[src/rtl/sumador_serie_pkg.sv]
// sumador_serie_pkg: shared types and helpers for the digit-serial adder.
//   state_e : controller states, 2-bit encoded.
//   clog2   : ceil(log2(n)) with a floor of 1, used to size the digit counter.
package sumador_serie_pkg;

  typedef enum logic [1:0] {
    IDLE = 2'd0,
    RUN  = 2'd1,
    DONE = 2'd2
  } state_e;

  function automatic int clog2(input int n);
    int r;
    r = 0;
    for (int v = n - 1; v > 0; v = v >> 1) r++;
    return (r < 1) ? 1 : r;
  endfunction

endpackage

[src/rtl/sumador_serie_digito.sv]
// sumador_digito: combinational DIGIT-bit ripple adder built from an array
// of 1-bit full-adder cells (sumador_fa).
//   a, b  [DIGIT] : operand digits
//   ci            : carry into bit 0
//   s     [DIGIT] : sum digit
//   co            : carry out of the top bit
//   c_msb         : carry into the top bit (feeds signed-overflow detection)

module sumador_fa (
  input  logic a,
  input  logic b,
  input  logic ci,
  output logic s,
  output logic co
);
  assign s  = a ^ b ^ ci;
  assign co = (a & b) | (a & ci) | (b & ci);
endmodule

module sumador_digito #(
  parameter int DIGIT = 1
) (
  input  logic [DIGIT-1:0] a,
  input  logic [DIGIT-1:0] b,
  input  logic             ci,
  output logic [DIGIT-1:0] s,
  output logic             co,
  output logic             c_msb
);
  // w_c[i] is the carry into cell i; w_c[DIGIT] leaves the digit.
  logic [DIGIT:0] w_c;

  assign w_c[0] = ci;

  sumador_fa u_fa [DIGIT-1:0] (
    .a  (a),
    .b  (b),
    .ci (w_c[DIGIT-1:0]),
    .s  (s),
    .co (w_c[DIGIT:1])
  );

  assign co    = w_c[DIGIT];
  assign c_msb = w_c[DIGIT-1];
endmodule

[src/rtl/sumador_serie.sv]
// sumador_serie: digit-serial adder. {Cout,S} = A + B + Ci computed DIGIT bits
// per clock over N = WIDTH/DIGIT cycles with a registered inter-digit carry.
//   clk, rst (sync, active-high)
//   start       : request; sampled only in IDLE or DONE
//   A, B, Ci    : operands, captured on the accepting edge
//   busy        : digits in flight (RUN)
//   done        : one-cycle pulse, S/Cout valid
//   S, Cout     : result, held until the next accepted start
//   ovf         : signed overflow, only when SUMADOR_SERIE_OVF_EN is defined

module sumador_serie
  import sumador_serie_pkg::*;
#(
  parameter int WIDTH = 8,
  parameter int DIGIT = 1
) (
  input  logic             clk,
  input  logic             rst,
  input  logic             start,
  input  logic [WIDTH-1:0] A,
  input  logic [WIDTH-1:0] B,
  input  logic             Ci,
  output logic             busy,
  output logic             done,
  output logic [WIDTH-1:0] S,
  output logic             Cout
`ifdef SUMADOR_SERIE_OVF_EN
  ,
  output logic             ovf
`endif
);

  localparam int             N    = WIDTH / DIGIT;
  localparam int             CW   = clog2(N);
  localparam logic [CW-1:0]  LAST = CW'(N - 1);

  generate
    if (WIDTH < 2 || DIGIT < 1 || (WIDTH % DIGIT) != 0) begin : g_bad_cfg
      $error("sumador_serie: WIDTH must be >= 2 and a multiple of DIGIT");
    end
  endgenerate

  state_e            r_state, w_next;
  logic [WIDTH-1:0]  r_a_sh, r_b_sh, r_res, r_s;
  logic              r_carry, r_cout;
  logic [CW-1:0]     r_cnt;

  logic [DIGIT-1:0]  w_sum;
  logic              w_co, w_c_msb;
  logic              w_accept, w_run, w_last;
  logic [WIDTH-1:0]  w_res_next;

  sumador_digito #(.DIGIT(DIGIT)) u_dig (
    .a     (r_a_sh[DIGIT-1:0]),
    .b     (r_b_sh[DIGIT-1:0]),
    .ci    (r_carry),
    .s     (w_sum),
    .co    (w_co),
    .c_msb (w_c_msb)
  );

  // New digit enters at the MSB end; after N steps digit 0 lands at the LSBs.
  assign w_res_next = WIDTH'({w_sum, r_res} >> DIGIT);

  always_comb begin
    w_next   = r_state;
    w_accept = 1'b0;
    w_run    = 1'b0;
    w_last   = 1'b0;
    unique case (r_state)
      IDLE: begin
        w_accept = start;
        if (start) w_next = RUN;
      end
      RUN: begin
        w_run  = 1'b1;
        w_last = (r_cnt == LAST);
        if (r_cnt == LAST) w_next = DONE;
      end
      DONE: begin
        w_accept = start;
        w_next   = start ? RUN : IDLE;
      end
      default: w_next = IDLE;
    endcase
  end

  always_ff @(posedge clk) begin
    if (rst) begin
      r_state <= IDLE;
      r_a_sh  <= '0;
      r_b_sh  <= '0;
      r_res   <= '0;
      r_carry <= 1'b0;
      r_cnt   <= '0;
      r_s     <= '0;
      r_cout  <= 1'b0;
    end else begin
      r_state <= w_next;
      if (w_accept) begin
        r_a_sh  <= A;
        r_b_sh  <= B;
        r_carry <= Ci;
        r_cnt   <= '0;
        r_res   <= '0;
      end else if (w_run) begin
        r_a_sh  <= r_a_sh >> DIGIT;
        r_b_sh  <= r_b_sh >> DIGIT;
        r_carry <= w_co;
        r_cnt   <= r_cnt + 1'b1;
        r_res   <= w_res_next;
      end
      // Only the finished result is published; partial sums stay internal.
      if (w_last) begin
        r_s    <= w_res_next;
        r_cout <= w_co;
      end
    end
  end

  assign busy = (r_state == RUN);
  assign done = (r_state == DONE);
  assign S    = r_s;
  assign Cout = r_cout;

`ifdef SUMADOR_SERIE_OVF_EN
  logic r_ovf;
  // Signed overflow: carry into the sign bit differs from carry out of it.
  always_ff @(posedge clk) begin
    if (rst)         r_ovf <= 1'b0;
    else if (w_last) r_ovf <= w_c_msb ^ w_co;
  end
  assign ovf = r_ovf;
`else
  logic w_unused_cmsb;
  assign w_unused_cmsb = w_c_msb;
`endif

endmodule

[config.mk]
export PLATFORM = sky130hd
export DESIGN_NAME = sumador_serie
export DESIGN_NICKNAME = d
export VERILOG_FILES = /design/src/rtl/sumador_serie_pkg.sv /design/src/rtl/sumador_serie_digito.sv /design/src/rtl/sumador_serie.sv
export SDC_FILE = /design/constraint.sdc
export NUM_CORES = 1
export LEC_CHECK = 0
export ABC_AREA = 1
export BUFFER_PORTS_ARGS = -buffer_cell sky130_fd_sc_hd__buf_2
export CAP_MARGIN = 25
export CORE_MARGIN = 1.5
export CORE_UTILIZATION = 45
export CTS_CLUSTER_SIZE = 12
export DETAILED_ROUTE_END_ITERATION = 8
export GPL_ROUTABILITY_DRIVEN = 0
export PLACE_DENSITY_LB_ADDON = 0.12
export SYNTH_ARGS = -nofsm -noshare
export SYNTH_HDL_FRONTEND = slang
export SYNTH_SLANG_ARGS = --single-unit
export TNS_END_PERCENT = 50
[constraint.sdc]
create_clock -name clk -period 1.63 [get_ports clk]
set_clock_uncertainty 0.1 [all_clocks]
set_input_delay 0.326 -clock clk [delete_from_list [all_inputs] [get_ports clk]]
set_output_delay 0.326 -clock clk [all_outputs]
set_load 0.01 [all_outputs]
After elaboration in Yosys (flattened, before gate mapping)
Cells that the tools add are included.
{"block": "totals", "regBits": 39, "in_bits": 20, "out_inout_bits": 11, "word_cells": 39}
{"block": "classes", "add_sub_neg": 1, "eq_ne": 5, "mux": 13, "bitwise": 7, "n_reduce_logical": 5}
{"op": "two-way mux 8 bit", "count": 4}
{"op": "two-way mux 1 bit", "count": 6}
{"op": "one-hot mux 2 bit (3 select lines)", "count": 1}
{"op": "two-way mux 2 bit", "count": 2}
{"op": "OR reduction 2 bit", "count": 2}
{"op": "adder 3 x 1 -> 3 bit (second input constant)", "count": 1}
{"op": "AND 1 bit", "count": 3}
{"op": "== test 3 bit (second input constant)", "count": 1}
{"op": "== test 2 x 1 -> 1 bit (second input constant)", "count": 1}
{"op": "== test 2 bit (second input constant)", "count": 1}
{"op": "logical NOT 2 bit", "count": 1}
{"op": "inequality test 2 x 1 -> 1 bit (second input constant)", "count": 1}
{"op": "inequality test 2 bit (second input constant)", "count": 1}
{"op": "OR 1 bit", "count": 2}
{"op": "AND reduction 2 bit", "count": 1}
{"op": "nonzero test 2 bit", "count": 1}
{"op": "bitwise XOR 1 bit", "count": 2}

Depth between registers and ports, before layout
{"block": "depth", "depth_word": 5, "ltp_mapped": 9, "depth_no_buf": 8}

Hierarchy
Synthesis repeated with hierarchy kept, for this count alone.
{"block": "unflattened", "hier_cells": 237, "area_unflattened_um2": 1731.7}
{"module": "sumador_serie", "instances": 1, "cells_each": 235, "area_each_um2": 1704.1, "seq_area_each_um2": 760.7}
{"module": "sumador_fa", "instances": 1, "cells_each": 1, "area_each_um2": 20.0, "seq_area_each_um2": 0.0}
{"module": "sumador_digito", "instances": 1, "cells_each": 1, "area_each_um2": 7.5, "seq_area_each_um2": 0.0}

Worst setup path after synthesis
No wires, ideal clock.
{"block": "synth_path", "kind": "reg2reg", "start": "register r_cnt[0]", "end": "register r_s[7] (netlist: S[7])", "setup_time_ps": 112, "t_arrival_ps": 1052, "required_ps": 1418, "slack_ps": 365, "path_stages_with_launch": 9, "n_path_buf": 0, "synth_period_minus_slack_ps": 1265, "path_cell_list": "dfxtp_1 > ha_1 > ha_1 > inv_1 > nor2_8 > nand2_2 > inv_2 > nand2_1 > nand2_1"}
{"block": "synth_between", "elab_chain_len": 2}
{"element": "start, declared", "line": "sumador_serie.sv:46", "rtl": "logic [CW-1:0] r_cnt;"}
{"element": "start signal, assigned", "line": "sumador_serie.sv:110", "rtl": "r_cnt <= r_cnt + 1'b1;"}
{"element": "== test 3 bit", "line": "sumador_serie.sv:77", "rtl": "w_last = (r_cnt == LAST);"}
{"element": "two-way mux 1 bit", "line": "sumador_serie.sv:70", "rtl": "unique case (r_state)"}
{"element": "end signal, assigned", "line": "sumador_serie.sv:115", "rtl": "r_s <= w_res_next;"}
{"element": "end, declared", "line": "sumador_serie.sv:44", "rtl": "logic [WIDTH-1:0] r_a_sh, r_b_sh, r_res, r_s;"}
No other way between the ends.
A chain may end at the register's enable or synchronous reset.

Final worst setup path
{"block": "layout_path", "start": "register r_state[1]", "end": "output port busy"}
{"block": "layout_between", "elab_chain_len": 1}
{"element": "start, declared", "line": "sumador_serie.sv:43", "rtl": "state_e r_state, w_next;"}
{"element": "start signal, assigned", "line": "sumador_serie.sv:99", "rtl": "r_state <= w_next;"}
{"element": "== test 2 x 1 -> 1 bit", "line": "sumador_serie.sv:121", "rtl": "assign busy = (r_state == RUN);"}
{"element": "end, declared", "line": "sumador_serie.sv:23", "rtl": "output logic busy,"}
No other way between the ends.

==> impl_metrics.env <==
export IMPL_worstPathRequired_ns=1.20
export IMPL_cts_root_buffer="clkbuf_8"
export IMPL_switchingPower_w=0.0005172
export IMPL_clk_pin_slew_ns=0.08
export IMPL_synth_seq_cells=38
export IMPL_yosysUniqueCellTypes=20
export IMPL_cap_violations=0
export IMPL_ant_nets=0
export IMPL_rr_worst_depth=5
export IMPL_areaGrowthSynthToFinish_pct=20.27
export IMPL_cts_buffers=5
export IMPL_synth_edf_count=0
export IMPL_hold_depth=3
export IMPL_rsz0062_at_grt="false"
export IMPL_r2r_slack_ns=0.21
export IMPL_die_y_um=64.09
export IMPL_yosys_most_used_dff="dfxtp_1"
export IMPL_outcome="completed"
export IMPL_synth_seq_area_share=0.4531
export IMPL_worstMarginPinSlew_ns=0.5263
export IMPL_rows=22
export IMPL_insertedDiodeCount=0
export IMPL_critPathMaxFanout=13
export IMPL_post_route_period_util=0.9439
export IMPL_first_pass_iters=4
export IMPL_vias=1472
export IMPL_place_area_um2=1864
export IMPL_postSynthCellCount=233
export IMPL_core_um2=3633
export IMPL_grt_overflow_total=0
export IMPL_wire_per_inst_um=10.79
export IMPL_nets=290
export IMPL_route_detailed_drc=0
export IMPL_hold_viol=0
export IMPL_hold_worst_slack_ns=0.1693
export IMPL_cts_setup_buffers=0
export IMPL_stdcell_area_um2=2019
export IMPL_criticalPathCategory="register to primary output"
export IMPL_r2r_end="r_res[6]$_SDFFE_PP0P_"
export IMPL_p_int_w=0.001735
export IMPL_leakage_nw=1.051
export IMPL_worst_r2r_startpoint="r_state[0]$_SDFFE_PP0P_"
export IMPL_vias_per_cell=4.658
export IMPL_min_to="r_b_sh[7]$_SDFFE_PP0P_"
export IMPL_arrival_ns=1.11
export IMPL_portBuffers=30
export IMPL_hp_start="B[7]"
export IMPL_clock_sinks=38
export IMPL_async_flop_share=0
export IMPL_wl_mm=3.410
export IMPL_cts_tree="built"
export IMPL_clk_path_buf_depth=2
export IMPL_grt_use_total=0.1807
export IMPL_seq_power_share=0.448
export IMPL_comb_power_share=0.116
export IMPL_drive_above_1_share=0.2127
export IMPL_setup_viol=0
export IMPL_cp_start_kind="register"
export IMPL_p_sw_frac=0.2297
export IMPL_grt_pass1_wl_mm=5.768
export IMPL_final_core_util=0.5558
export IMPL_grt_max_degree=22
export IMPL_relSlewSlack=0.6487
export IMPL_synth_top_area_share=0.4531
export IMPL_hold_class="input port to register"
export IMPL_die_area_um2=4107
export IMPL_synth_area_um2=1679
export IMPL_dp_hpwl_mm=2.421
export IMPL_drtIter0Drc=111
export IMPL_first_global_vias=1388
export IMPL_avgSynthCellArea_um2=7.206
export IMPL_ir_drop_mv=0.6337
export IMPL_synthTopCellsByArea="dfxtp_1, nand2_1, nor2_1"
export IMPL_pwr_share_clk=0.436
export IMPL_cts_max_level=2
export IMPL_synth_fp_nets=256
export IMPL_synth_largest_area_cell="dfxtp_1"
export IMPL_maxSlewViolCount=0
export IMPL_synthTopCellsByCount="nand2_1, dfxtp_1, nor2_1"
export IMPL_yosys_warnings=0
export IMPL_period_minus_slack_ns=1.539
export IMPL_clkLatencyLatePin_ns=0.29
export IMPL_powerDensity_nw_per_um2=1115
export IMPL_end_kind="primary output"
export IMPL_fin_tns_setup_ns=0
export IMPL_fmax_mhz=650.0
export IMPL_die_width_um=64.09
export IMPL_antenna_found_initial=0
export IMPL_start_util=0.4621
export IMPL_synth_most_common_cell="nand2_1"
export IMPL_io_pins=31
worst max path at each step:
stage,startpoint,endpoint,slack [ns],cells past startpoint
finish,r_state[1]$_SDFFE_PP0P_,busy,0.09,4
global route,r_state[1]$_SDFFE_PP0P_,busy,0.03,4
CTS,r_state[1]$_SDFFE_PP0P_,busy,0.001,4
detailed placement,rst,r_a_sh[2]$_SDFFE_PP0P_,0.15,6
global placement,rst,r_a_sh[1]$_SDFFE_PP0P_,0.17,6
floorplan,r_cnt[0]$_SDFFE_PP0P_,S[7]$_SDFFE_PP0P_,0.37,8
layer usage:
metal	vias up	global-route usage	wire length (um)
li1	782	-	-
met1	653	0.2159	1618
met2	29	0.3086	1593
met3	8	0.03873	130
met4	0	0.08152	68
met5	-	0	0
cells in the final DEF (no fill, tap or decap), drive strengths merged:
cell type / synthesis / final
nor2: 36 / 36
ha: 2 / 2
inv: 37 / 37
clkbuf: 0 / 6
nand3: 18 / 18
a21oi: 16 / 16
fa: 1 / 1
o21ai: 21 / 21
xor2: 1 / 1
bufinv: 0 / 2
buf: 10 / 37
dfxtp: 38 / 38
nand2: 53 / 53
worst max-delay path: stages, from the launching register on:
cell and delay (ns):
dfxtp_1 0.33, inv_4 0.11, nand2_8 0.11, inv_4 0.13, buf_2 0.14
flip-flops by register name, indices dropped and copies added, names as in the netlist:
| name | count |
|---|---|
| Cout | 1 |
| r_state | 2 |
| r_res | 7 |
| r_a_sh | 8 |
| r_cnt | 3 |
| r_carry | 1 |
| r_b_sh | 8 |
| S | 8 |
power by group through the flow:
stage               combinational [W]  sequential, W  clock [W]
finish                       0.000261        0.00101   0.000982
global route                 0.000299        0.00102    0.00105
CTS                          0.000262        0.00101    0.00101
detailed placement           0.000259        0.00103          0
global placement             0.000259        0.00103          0
floorplan                    0.000199        0.00102          0
repair_timing:
| action | 4_1_cts | 5_1_grt |
|---|---|---|
| setup endpoints to repair | 0 | 1 |
| gates resized for setup | 0 | 3 |
| hold buffers | 0 | 0 |
metrics by stage:
stage | setup WS, ns | power [W] | instances
after floorplan | 0.3651 | 0.001220 | 233
after global placement | 0.1727 | 0.001289 | 308
after detailed placement | 0.1503 | 0.001289 | 308
after CTS | 0.001243 | 0.002279 | 316
after global routing | 0.03300 | 0.002366 | 316
final | 0.09146 | 0.002252 | 316
logic make-up (layout without fill, tap and decap cells):
kind of cell / after synthesis / count (layout) / synth area share
buf+inv: 47 / 82 / 0.1304
compound gates: 37 / 37 / 0.1103
fa+ha+maj: 3 / 3 / 0.02682
xor+xnor: 1 / 1 / 0.005217
flops: 38 / 38 / 0.4531
simple gates: 107 / 107 / 0.2742
final cells by class:
type	instances	area (um^2)
Tap cell	48	60.06
Timing Repair Buffer	37	202.7
Fill cell	369	1614
Multi-Input combinational cell	148	708.2
Clock inverter	2	60.06
Clock buffer	6	82.58
Inverter	37	143.9
Sequential cell	38	762.0
Note: power is estimated with default switching activity, not from simulation.
